**config.mk**
```make
export PLATFORM = sky130hd
export DESIGN_NAME = sc_cs_sequencer_flat
export DESIGN_NICKNAME = d
export VERILOG_FILES = /design/src/rtl/sc_cs_pkg.sv /design/src/rtl/sc_cs_sequencer_if.sv /design/src/rtl/sc_cs_branch_eval.sv /design/src/rtl/sc_cs_sequencer.sv /design/src/flat_wrapper.sv
export SDC_FILE = /design/constraint.sdc
export NUM_CORES = 1
export LEC_CHECK = 0
export CAP_MARGIN = 0
export CORE_ASPECT_RATIO = 0.8
export CORE_MARGIN = 10
export CORE_UTILIZATION = 43
export CTS_CLUSTER_DIAMETER = 80
export CTS_CLUSTER_SIZE = 28
export DETAILED_ROUTE_END_ITERATION = 10
export MAX_ROUTING_LAYER = met4
export PLACE_DENSITY = 0.77
export SLEW_MARGIN = 40
export SYNTH_ARGS = -nofsm -noshare
export SYNTH_HDL_FRONTEND = slang
export SYNTH_HIERARCHICAL = 1
export SYNTH_SLANG_ARGS = --single-unit
```
**constraint.sdc**
```tcl
create_clock -name SC_CSSEQ_CLOCK_50 -period 2.8 [get_ports SC_CSSEQ_CLOCK_50]
set_clock_uncertainty 0.05 [all_clocks]
set_input_delay 0.28 -clock SC_CSSEQ_CLOCK_50 [delete_from_list [all_inputs] [get_ports SC_CSSEQ_CLOCK_50]]
set_output_delay 0.28 -clock SC_CSSEQ_CLOCK_50 [all_outputs]
set_load 0.05 [all_outputs]
```
**src/rtl/sc_cs_pkg.sv**
```systemverilog
// Shared encodings for the control-store microsequencer: COND field codes,
// FSM states, and the decode address prefix.
package sc_cs_pkg;

    localparam int CSADDR_W = 11;

    typedef enum logic [2:0] {
        COND_NEXT   = 3'b000,
        COND_BR_N   = 3'b001,
        COND_BR_Z   = 3'b010,
        COND_BR_V   = 3'b011,
        COND_BR_C   = 3'b100,
        COND_BR_IR  = 3'b101,
        COND_JUMP   = 3'b110,
        COND_DECODE = 3'b111
    } cond_e;

    typedef enum logic [1:0] {
        ST_IDLE = 2'd0,
        ST_RUN  = 2'd1,
        ST_HALT = 2'd2
    } state_e;

    // Bit positions inside the {N,Z,V,C} flag bus
    localparam int FLAG_N = 3;
    localparam int FLAG_Z = 2;
    localparam int FLAG_V = 1;
    localparam int FLAG_C = 0;

    localparam logic DECODE_PREFIX = 1'b1;

    typedef struct packed {
        logic sel_next;
        logic sel_jump;
        logic sel_decode;
    } addr_sel_t;

endpackage

```
**src/rtl/sc_cs_sequencer_if.sv**
```systemverilog
// Handshake/bus bundle between the microword/datapath side (master) and the
// sequencer (slave).
interface sc_cs_sequencer_if #(
    parameter int CSADDR_W = 11,
    parameter int COUNT_W  = 16
);
    logic                CSSEQ_START_InHigh;
    logic                CSSEQ_HALT_InHigh;
    logic                CSSEQ_TRAP_InHigh;
    logic                CSSEQ_STALL_InHigh;
    logic [2:0]          CSSEQ_COND_InBUS;
    logic [CSADDR_W-1:0] CSSEQ_JUMPADDR_InBUS;
    logic [31:0]         CSSEQ_IR_InBUS;
    logic [3:0]          CSSEQ_FLAGS_InBUS;
    logic [CSADDR_W-1:0] CSSEQ_CSADDR_OutBUS;
    logic                CSSEQ_VALID_OutHigh;
    logic [1:0]          CSSEQ_STATE_OutBUS;
    logic                CSSEQ_WRAP_OutHigh;
    logic [COUNT_W-1:0]  CSSEQ_COUNT_OutBUS;

    modport master (
        output CSSEQ_START_InHigh, CSSEQ_HALT_InHigh, CSSEQ_TRAP_InHigh, CSSEQ_STALL_InHigh,
        output CSSEQ_COND_InBUS, CSSEQ_JUMPADDR_InBUS, CSSEQ_IR_InBUS, CSSEQ_FLAGS_InBUS,
        input  CSSEQ_CSADDR_OutBUS, CSSEQ_VALID_OutHigh, CSSEQ_STATE_OutBUS,
        input  CSSEQ_WRAP_OutHigh, CSSEQ_COUNT_OutBUS
    );

    modport slave (
        input  CSSEQ_START_InHigh, CSSEQ_HALT_InHigh, CSSEQ_TRAP_InHigh, CSSEQ_STALL_InHigh,
        input  CSSEQ_COND_InBUS, CSSEQ_JUMPADDR_InBUS, CSSEQ_IR_InBUS, CSSEQ_FLAGS_InBUS,
        output CSSEQ_CSADDR_OutBUS, CSSEQ_VALID_OutHigh, CSSEQ_STATE_OutBUS,
        output CSSEQ_WRAP_OutHigh, CSSEQ_COUNT_OutBUS
    );
endinterface

```
**src/rtl/sc_cs_branch_eval.sv**
```systemverilog
// Combinational COND decode: picks increment, jump field or opcode decode
// address for the next control-store fetch.
module sc_cs_branch_eval
    import sc_cs_pkg::*;
(
    input  logic [2:0]          cond,
    input  logic [3:0]          flags,
    input  logic                ir_bit13,
    input  logic [1:0]          ir_class,
    input  logic [5:0]          ir_op,
    output addr_sel_t           sel,
    output logic [CSADDR_W-1:0] decode_addr
);

    logic take_branch;

    always_comb begin
        take_branch = 1'b0;
        sel         = '{sel_next: 1'b0, sel_jump: 1'b0, sel_decode: 1'b0};
        case (cond_e'(cond))
            COND_BR_N:   take_branch = flags[FLAG_N];
            COND_BR_Z:   take_branch = flags[FLAG_Z];
            COND_BR_V:   take_branch = flags[FLAG_V];
            COND_BR_C:   take_branch = flags[FLAG_C];
            COND_BR_IR:  take_branch = ir_bit13;
            COND_JUMP:   take_branch = 1'b1;
            default:     take_branch = 1'b0;
        endcase

        if (cond_e'(cond) == COND_DECODE) begin
            sel.sel_decode = 1'b1;
        end else if (take_branch) begin
            sel.sel_jump = 1'b1;
        end else begin
            sel.sel_next = 1'b1;
        end
    end

    // Decode lands on 4-word aligned entry points in the upper half of the store
    assign decode_addr = {DECODE_PREFIX, ir_class, ir_op, 2'b00};

endmodule

```
**src/rtl/sc_cs_sequencer.sv**
```systemverilog
// Control-store microsequencer: run/halt/trap FSM, CS address register with
// incrementer, sticky wrap flag and saturating retired-microinstruction counter.
module sc_cs_sequencer
    import sc_cs_pkg::*;
#(
    parameter int                    DATAWIDTH_CSADDR = 11,
    parameter int                    DATAWIDTH_COUNT  = 16,
    parameter logic [DATAWIDTH_CSADDR-1:0] TRAP_VECTOR = 11'h7F0
)(
    input  logic           SC_CSSEQ_CLOCK_50,
    input  logic           SC_CSSEQ_RESET_InHigh,
    sc_cs_sequencer_if.slave bus
);

    state_e                      state_reg, state_next;
    logic [DATAWIDTH_CSADDR-1:0] csaddr_reg, csaddr_next;
    logic [DATAWIDTH_COUNT-1:0]  count_reg;
    logic                        wrap_reg;

    logic load_zero, load_trap, load_seq, count_en, valid;

    addr_sel_t                   sel;
    logic [DATAWIDTH_CSADDR-1:0] decode_addr;
    logic [DATAWIDTH_CSADDR-1:0] incr_addr;
    logic                        incr_carry;

    sc_cs_branch_eval u_branch_eval (
        .cond        (bus.CSSEQ_COND_InBUS),
        .flags       (bus.CSSEQ_FLAGS_InBUS),
        .ir_bit13    (bus.CSSEQ_IR_InBUS[13]),
        .ir_class    (bus.CSSEQ_IR_InBUS[31:30]),
        .ir_op       (bus.CSSEQ_IR_InBUS[24:19]),
        .sel         (sel),
        .decode_addr (decode_addr)
    );

    // State register
    always_ff @(posedge SC_CSSEQ_CLOCK_50) begin
        if (SC_CSSEQ_RESET_InHigh) begin
            state_reg <= ST_IDLE;
        end else begin
            state_reg <= state_next;
        end
    end

    // Next-state logic: TRAP outranks HALT, and HALT outranks START while halted
    always_comb begin
        state_next = state_reg;
        case (state_reg)
            ST_IDLE: if (bus.CSSEQ_START_InHigh) state_next = ST_RUN;
            ST_RUN: begin
                if (bus.CSSEQ_TRAP_InHigh)      state_next = ST_RUN;
                else if (bus.CSSEQ_HALT_InHigh) state_next = ST_HALT;
            end
            ST_HALT: begin
                if (bus.CSSEQ_TRAP_InHigh)       state_next = ST_RUN;
                else if (bus.CSSEQ_HALT_InHigh)  state_next = ST_HALT;
                else if (bus.CSSEQ_START_InHigh) state_next = ST_RUN;
            end
            default: state_next = ST_IDLE;
        endcase
    end

    // Output/action decode
    always_comb begin
        load_zero = 1'b0;
        load_trap = 1'b0;
        load_seq  = 1'b0;
        count_en  = 1'b0;
        valid     = (state_reg == ST_RUN);
        case (state_reg)
            ST_IDLE: load_zero = bus.CSSEQ_START_InHigh;
            ST_RUN: begin
                if (bus.CSSEQ_TRAP_InHigh) begin
                    load_trap = 1'b1;
                end else if (!bus.CSSEQ_HALT_InHigh && !bus.CSSEQ_STALL_InHigh) begin
                    load_seq = 1'b1;
                    count_en = 1'b1;
                end
            end
            ST_HALT: load_trap = bus.CSSEQ_TRAP_InHigh;
            default: ;
        endcase
    end

    assign {incr_carry, incr_addr} = {1'b0, csaddr_reg} + {{DATAWIDTH_CSADDR{1'b0}}, 1'b1};

    always_comb begin
        csaddr_next = csaddr_reg;
        if (load_zero) begin
            csaddr_next = '0;
        end else if (load_trap) begin
            csaddr_next = TRAP_VECTOR;
        end else if (load_seq) begin
            if (sel.sel_decode)    csaddr_next = decode_addr;
            else if (sel.sel_jump) csaddr_next = bus.CSSEQ_JUMPADDR_InBUS;
            else                   csaddr_next = incr_addr;
        end
    end

    always_ff @(posedge SC_CSSEQ_CLOCK_50) begin
        if (SC_CSSEQ_RESET_InHigh) begin
            csaddr_reg <= '0;
            wrap_reg   <= 1'b0;
            count_reg  <= '0;
        end else begin
            csaddr_reg <= csaddr_next;
            if (load_seq && sel.sel_next && incr_carry) begin
                wrap_reg <= 1'b1;
            end
            if (count_en && (count_reg != {DATAWIDTH_COUNT{1'b1}})) begin
                count_reg <= count_reg + 1'b1;
            end
        end
    end

    assign bus.CSSEQ_CSADDR_OutBUS = csaddr_reg;
    assign bus.CSSEQ_VALID_OutHigh = valid;
    assign bus.CSSEQ_STATE_OutBUS  = state_reg;
    assign bus.CSSEQ_WRAP_OutHigh  = wrap_reg;
    assign bus.CSSEQ_COUNT_OutBUS  = count_reg;

endmodule

```
**src/flat_wrapper.sv**
```systemverilog
// flat-port wrapper written by rule: the top's interface ports become plain ports
module sc_cs_sequencer_flat import sc_cs_pkg::*;
#(
    parameter int                    DATAWIDTH_CSADDR = 11,
    parameter int                    DATAWIDTH_COUNT  = 16,
    parameter logic [DATAWIDTH_CSADDR-1:0] TRAP_VECTOR = 11'h7F0
)
  (SC_CSSEQ_CLOCK_50, SC_CSSEQ_RESET_InHigh, bus_CSSEQ_START_InHigh, bus_CSSEQ_HALT_InHigh, bus_CSSEQ_TRAP_InHigh, bus_CSSEQ_STALL_InHigh, bus_CSSEQ_COND_InBUS, bus_CSSEQ_JUMPADDR_InBUS, bus_CSSEQ_IR_InBUS, bus_CSSEQ_FLAGS_InBUS, bus_CSSEQ_CSADDR_OutBUS, bus_CSSEQ_VALID_OutHigh, bus_CSSEQ_STATE_OutBUS, bus_CSSEQ_WRAP_OutHigh, bus_CSSEQ_COUNT_OutBUS);
  sc_cs_sequencer_if #(.CSADDR_W(11), .COUNT_W(16)) bus_i ();
  input  logic SC_CSSEQ_CLOCK_50;
  input  logic SC_CSSEQ_RESET_InHigh;
  input wire logic [$bits(bus_i.CSSEQ_START_InHigh)-1:0] bus_CSSEQ_START_InHigh;
  input wire logic [$bits(bus_i.CSSEQ_HALT_InHigh)-1:0] bus_CSSEQ_HALT_InHigh;
  input wire logic [$bits(bus_i.CSSEQ_TRAP_InHigh)-1:0] bus_CSSEQ_TRAP_InHigh;
  input wire logic [$bits(bus_i.CSSEQ_STALL_InHigh)-1:0] bus_CSSEQ_STALL_InHigh;
  input wire logic [$bits(bus_i.CSSEQ_COND_InBUS)-1:0] bus_CSSEQ_COND_InBUS;
  input wire logic [$bits(bus_i.CSSEQ_JUMPADDR_InBUS)-1:0] bus_CSSEQ_JUMPADDR_InBUS;
  input wire logic [$bits(bus_i.CSSEQ_IR_InBUS)-1:0] bus_CSSEQ_IR_InBUS;
  input wire logic [$bits(bus_i.CSSEQ_FLAGS_InBUS)-1:0] bus_CSSEQ_FLAGS_InBUS;
  output wire logic [$bits(bus_i.CSSEQ_CSADDR_OutBUS)-1:0] bus_CSSEQ_CSADDR_OutBUS;
  output wire logic [$bits(bus_i.CSSEQ_VALID_OutHigh)-1:0] bus_CSSEQ_VALID_OutHigh;
  output wire logic [$bits(bus_i.CSSEQ_STATE_OutBUS)-1:0] bus_CSSEQ_STATE_OutBUS;
  output wire logic [$bits(bus_i.CSSEQ_WRAP_OutHigh)-1:0] bus_CSSEQ_WRAP_OutHigh;
  output wire logic [$bits(bus_i.CSSEQ_COUNT_OutBUS)-1:0] bus_CSSEQ_COUNT_OutBUS;
  assign bus_i.CSSEQ_START_InHigh = bus_CSSEQ_START_InHigh;
  assign bus_i.CSSEQ_HALT_InHigh = bus_CSSEQ_HALT_InHigh;
  assign bus_i.CSSEQ_TRAP_InHigh = bus_CSSEQ_TRAP_InHigh;
  assign bus_i.CSSEQ_STALL_InHigh = bus_CSSEQ_STALL_InHigh;
  assign bus_i.CSSEQ_COND_InBUS = bus_CSSEQ_COND_InBUS;
  assign bus_i.CSSEQ_JUMPADDR_InBUS = bus_CSSEQ_JUMPADDR_InBUS;
  assign bus_i.CSSEQ_IR_InBUS = bus_CSSEQ_IR_InBUS;
  assign bus_i.CSSEQ_FLAGS_InBUS = bus_CSSEQ_FLAGS_InBUS;
  assign bus_CSSEQ_CSADDR_OutBUS = bus_i.CSSEQ_CSADDR_OutBUS;
  assign bus_CSSEQ_VALID_OutHigh = bus_i.CSSEQ_VALID_OutHigh;
  assign bus_CSSEQ_STATE_OutBUS = bus_i.CSSEQ_STATE_OutBUS;
  assign bus_CSSEQ_WRAP_OutHigh = bus_i.CSSEQ_WRAP_OutHigh;
  assign bus_CSSEQ_COUNT_OutBUS = bus_i.CSSEQ_COUNT_OutBUS;
  sc_cs_sequencer #(.DATAWIDTH_CSADDR(DATAWIDTH_CSADDR), .DATAWIDTH_COUNT(DATAWIDTH_COUNT), .TRAP_VECTOR(TRAP_VECTOR)) u_core (.SC_CSSEQ_CLOCK_50(SC_CSSEQ_CLOCK_50), .SC_CSSEQ_RESET_InHigh(SC_CSSEQ_RESET_InHigh), .bus(bus_i));
endmodule
```
**Word-level counts from Yosys, hierarchy flattened**

Index checks and enable logic that the tools add are counted.

- Register bits: 30

- Add/subtract/negate cells: 2
- Eq/ne operators: 11
- Mux-type cells: 21
- Reductions and logical operators: 10

Operators by type and width:

| kind | count |
|---|---|
| 11-bit two-way mux | 4 |
| 16-bit by 1-bit adder with 16-bit output, second input constant | 1 |
| 16-bit != test, second input constant | 1 |
| 11-bit by 1-bit adder with 12-bit output, second input constant | 1 |
| 3-bit equality test, second input constant | 4 |
| 2-bit two-way mux | 6 |
| 1-bit two-way mux | 8 |
| 3-bit by 2-bit equality test with 1-bit output, second input constant | 2 |
| 1-bit one-hot mux with 6 select lines | 1 |
| 2-bit one-hot mux with 3 select lines | 1 |
| 1-bit logical AND | 4 |
| 3-bit by 1-bit equality test with 1-bit output, second input constant | 1 |
| 3-bit != test, second input constant | 1 |
| 3-bit OR reduction | 1 |
| 2-bit by 1-bit equality test with 1-bit output, second input constant | 1 |
| 2-bit equality test, second input constant | 1 |
| 1-bit zero test | 2 |
| 2-bit zero test | 1 |
| 1-bit one-hot mux with 2 select lines | 1 |
| 2-bit nonzero test | 1 |
| 2-bit OR reduction | 1 |

**Logic depth before layout (Yosys ltp)**

- Depth in word-level cells: 8
- Gate-level depth with buffers: 9
- Mapped depth without buffers: 8

**Cells and area by module**

The synthesis kept the hierarchy.

Modules (own cells, without submodules):

| module | times used | cells an instance | area an instance (um^2) | sequential area each (um^2) |
|---|---|---|---|---|
| sc_cs_sequencer | 1 | 231 | 1849.3 | 600.6 |
| sc_cs_branch_eval | 1 | 26 | 167.7 | 0.0 |

**Worst setup path before layout**

No wires, ideal clock.

- Path kind: register -> register
- From: reg u_core.state_reg[0] (netlist: u_core/bus.CSSEQ_STATE_OutBUS[0])
- To: reg u_core.count_reg[7] (netlist: u_core/bus.CSSEQ_COUNT_OutBUS[7])
- Setup time: 0.116 ns
- Arrival time: 2.559 ns
- Slack: 0.075 ns
- Stages on the path, launching flop included: 7
- Buffers on the path: 0
- Period minus slack after synthesis: 2.725 ns
- Cells stage by stage: dfxtp_1 -> ha_1 -> nor4b_2 -> nand4_1 -> a31oi_1 -> a311oi_1 -> a41o_1

- Cells in the longest elaborated chain, start to end: 3

RTL lines:

| item | RTL line | text |
|---|---|---|
| from (decl) | sc_cs_sequencer.sv:15 | `state_e state_reg, state_next;` |
| from (signal assigned) | sc_cs_sequencer.sv:42 | `state_reg <= state_next;` |
| 2-bit by 1-bit equality test with 1-bit output | -- |  |
| via bus_CSSEQ_VALID_OutHigh | flat_wrapper.sv:21 | `output wire logic [$bits(bus_i.CSSEQ_VALID_OutHigh)-1:0] bus_CSSEQ_VALID_OutHigh;` |
| 1-bit two-way mux | sc_cs_sequencer.sv:71 | `case (state_reg)` |
| 1-bit logical AND | sc_cs_sequencer.sv:111 | `if (count_en && (count_reg != {DATAWIDTH_COUNT{1'b1}})) begin` |
| to (signal assigned) | sc_cs_sequencer.sv:112 | `count_reg <= count_reg + 1'b1;` |
| to (decl) | sc_cs_sequencer.sv:17 | `logic [DATAWIDTH_COUNT-1:0] count_reg;` |

The timed path passes the listed nets, and every way through them passes these cells.
A chain may end at the register's enable or synchronous reset.

==> reports/metrics.yaml <==
status:
  status: "completed"
clock_network:
  cts_resized: 0
  hold_buffers: 0
  clk_pin_slew_ns: 0.07
  cts_made_buffers: 5
  clock-sinks: 30
  cts_setup_buffers: 0
  clock_latency_ns: 0.29
  cts_max_level: 2
  clockBufferDepth: 2
  cts_tree: "done"
  cts_root_buf: "clkbuf_8"
global_route:
  track_usage_pct: 14.8
  antenna_found_initial: 0
  grt_pass1_wl_um: 9110
  grt_pass1_vias: 1863
  overflow: 0
  grt_max_degree: 24
routing:
  drtIter0Drc: 104
  dr_wl_met2_um: 2500
  topRoutingLayerUsed: "met4"
  wire_per_inst_um: 15.4
  first_pass_iters: 4
  vias_per_cell: 5.51
  wl_met3_um: 352
  finalWirelength_um: 5690
  drcViolationCount: 0
  ant_nets: 0
  vias: 2040
  wl_met1_um: 2780
synthesis:
  synth_cells: 257
  synth_top_flop_cell: "dfxtp_1"
  synth_edf_count: 0
  synth.avg_cell_area_um2: 7.85
  async_reset_ff_share_pct: 0
  synth_top_area_share_pct: 29.8
  synth_area_um2: 2020
  synth.distinct_cells: 50
  yosysSeqAreaShare_pct: 29.8
  synth_top_area_cell: "dfxtp_1"
  ys_top_cells_by_area: "dfxtp_1 (30%), xnor2_1 (6.9%), a21oi_1 (5.2%)"
  synth-seq-cells: 30
  yosys_warnings: 6
floorplan:
  die_h_um: 81.3
  die_area_um2: 7850
  fp.coreArea_um2: 4570
  io_pins: 87
  initial_core_util_pct: 44.1
  die_width_um: 96.6
  rows: 22
hold_path:
  whs_endpoint: "u_core/bus.CSSEQ_WRAP_OutHigh"
  hp-class: "reg2reg"
  min-delay-start: "u_core/bus.CSSEQ_WRAP_OutHigh"
  hold_depth: 2
timing:
  setup_violations: 0
  worst_pin_slew_ns: 0.528
  fmax_mhz: 447
  hold_viol: 0
  slew_headroom_pct: 64.7
  rsz0062_at_grt: "no"
  slew_violations: 0
  min_period_ns: 2.24
  finalCritPeriodShare_pct: 79.9
  fin_tns_setup_ns: 0
placement:
  gp_congestion: 0.850
  port_buffers: 63
  dp_hpwl_um: 4160
power:
  vdd_drop_max_mv: 0.184
  p_leak_nw: 0.954
  power_density_nw_per_um2: 410
  total_power_mw: 1.11
critical_path:
  reg2reg_depth: 7
  reg2reg_slack_ns: 0.57
  arrival_ns: 2.36
  cp_max_fo: 7
  worstSetupStartpointType: "primary input"
  rr_startpoint: "u_core/bus.CSSEQ_STATE_OutBUS[0]"
  crit_start: "bus_CSSEQ_COND_InBUS[1]"
  critPathKind: "in2reg"
  regToRegEndpoint: "u_core/bus.CSSEQ_COUNT_OutBUS[9]"
  end_kind: "flop"
  cp.required_ns: 2.93
layout:
  final_nets: 373
  diodes: 0
  drive_gt1_share_pct: 5.16
  area_growth_pct: 34.8
run:
  max-cap-violations: 0
## placed cells by master, fill, tap and decap left out, types with 6 or more instances in the layout
cell type	synthesis	routed
xnor2_1	16	16
a211oi_1	7	7
nor2_1	22	22
clkdlybuf4s50_1	0	63
nand4_1	6	6
clkbuf_8	0	6
o21ai_0	17	17
nand2_1	21	21
ha_1	6	6
nand3_1	8	8
inv_1	12	12
a21oi_1	21	21
dfxtp_1	30	30
## worst max-delay path, cell delays in order
cell and delay (ns):
clkdlybuf4s50_1 0.50, o21ai_0 0.23, o211ai_1 0.13, a31o_1 0.29, nor2b_1 0.18, a221oi_1 0.39
o21ai_0 0.15, a21oi_1 0.16, nor3_1 0.06
## kinds of logic after synthesis
logic type	Yosys count	synth area share (%)
AOI/OAI and AO/OA	67	21.6
other	2	0.372
adders and majority gates	6	3.72
buffers and inverters	34	8.56
and+or+nand+nor	95	25.7
xor gates and xnor gates	18	7.82
DFF	30	29.8
muxes	5	2.48
## worst max-delay path by stage
stage                                              to  slack [ns]
floorplan            u_core/bus.CSSEQ_COUNT_OutBUS[7]        0.07
global placement    u_core/bus.CSSEQ_CSADDR_OutBUS[6]        0.35
detailed placement  u_core/bus.CSSEQ_CSADDR_OutBUS[6]        0.28
CTS                  u_core/bus.CSSEQ_COUNT_OutBUS[9]        0.57
global route        u_core/bus.CSSEQ_CSADDR_OutBUS[6]        0.36
finish              u_core/bus.CSSEQ_CSADDR_OutBUS[6]        0.56
## sequential cells by signal (all words and copies together) (netlist names)
register	flops
u_core/bus.CSSEQ_COUNT_OutBUS	16
u_core/bus.CSSEQ_CSADDR_OutBUS	11
u_core/bus.CSSEQ_STATE_OutBUS	2
u_core/bus.CSSEQ_WRAP_OutHigh	1
## report_power, final
group | total (mW) | switching [mW] | leakage, nW | internal (mW)
Clock | 0.345 | 0.156 | 0.0431 | 0.189
Sequential | 0.467 | 0.0238 | 0.243 | 0.443
Combinational | 0.302 | 0.172 | 0.669 | 0.131
## per-stage QoR
step                      worst slack (ns)  cell area (µm²)  util [%]  cells  hold WS, ns
after floorplan                     0.0749             2020         -    258        0.426
after global placement               0.348             2640      57.7    364        0.402
after detailed placement             0.280             2640      57.7    364        0.412
after CTS                            0.574             2720      59.5    370        0.429
after global routing                 0.361             2720      59.5    370        0.477
final                                0.563             2720      59.5    370        0.421
## per-layer routing
metal  global-route usage, %  vias to the layer above
met5                       -                        -
met4                    4.93                        0
met3                    3.96                        5
met2                    21.1                       51
met1                    19.7                      963
li1                        -                     1021
## final cells by class
cell class | instances | area [µm²]
well taps | 60 | 75.1
clock buffers | 6 | 82.6
repair buffers | 68 | 668
multi-input cells | 194 | 1250
flip-flops and latches | 30 | 601
inverters | 12 | 45.0
fillers | 446 | 1850
## synthesized netlist by cell type, types with 4 or more instances
cell type  count
nand2_1       21
o21ai_0       17
o211ai_1       4
and3_1         5
nand4_1        6
nand3_1        8
dfxtp_1       30
mux2i_1        5
ha_1           6
nand2b_1       4
buf_4         11
clkbuf_1       7
a211oi_1       7
xnor2_1       16
nor3_1         5
inv_1         12
nor2_1        22
a21oi_1       21
Note: power is estimated with default switching activity, not from simulation.
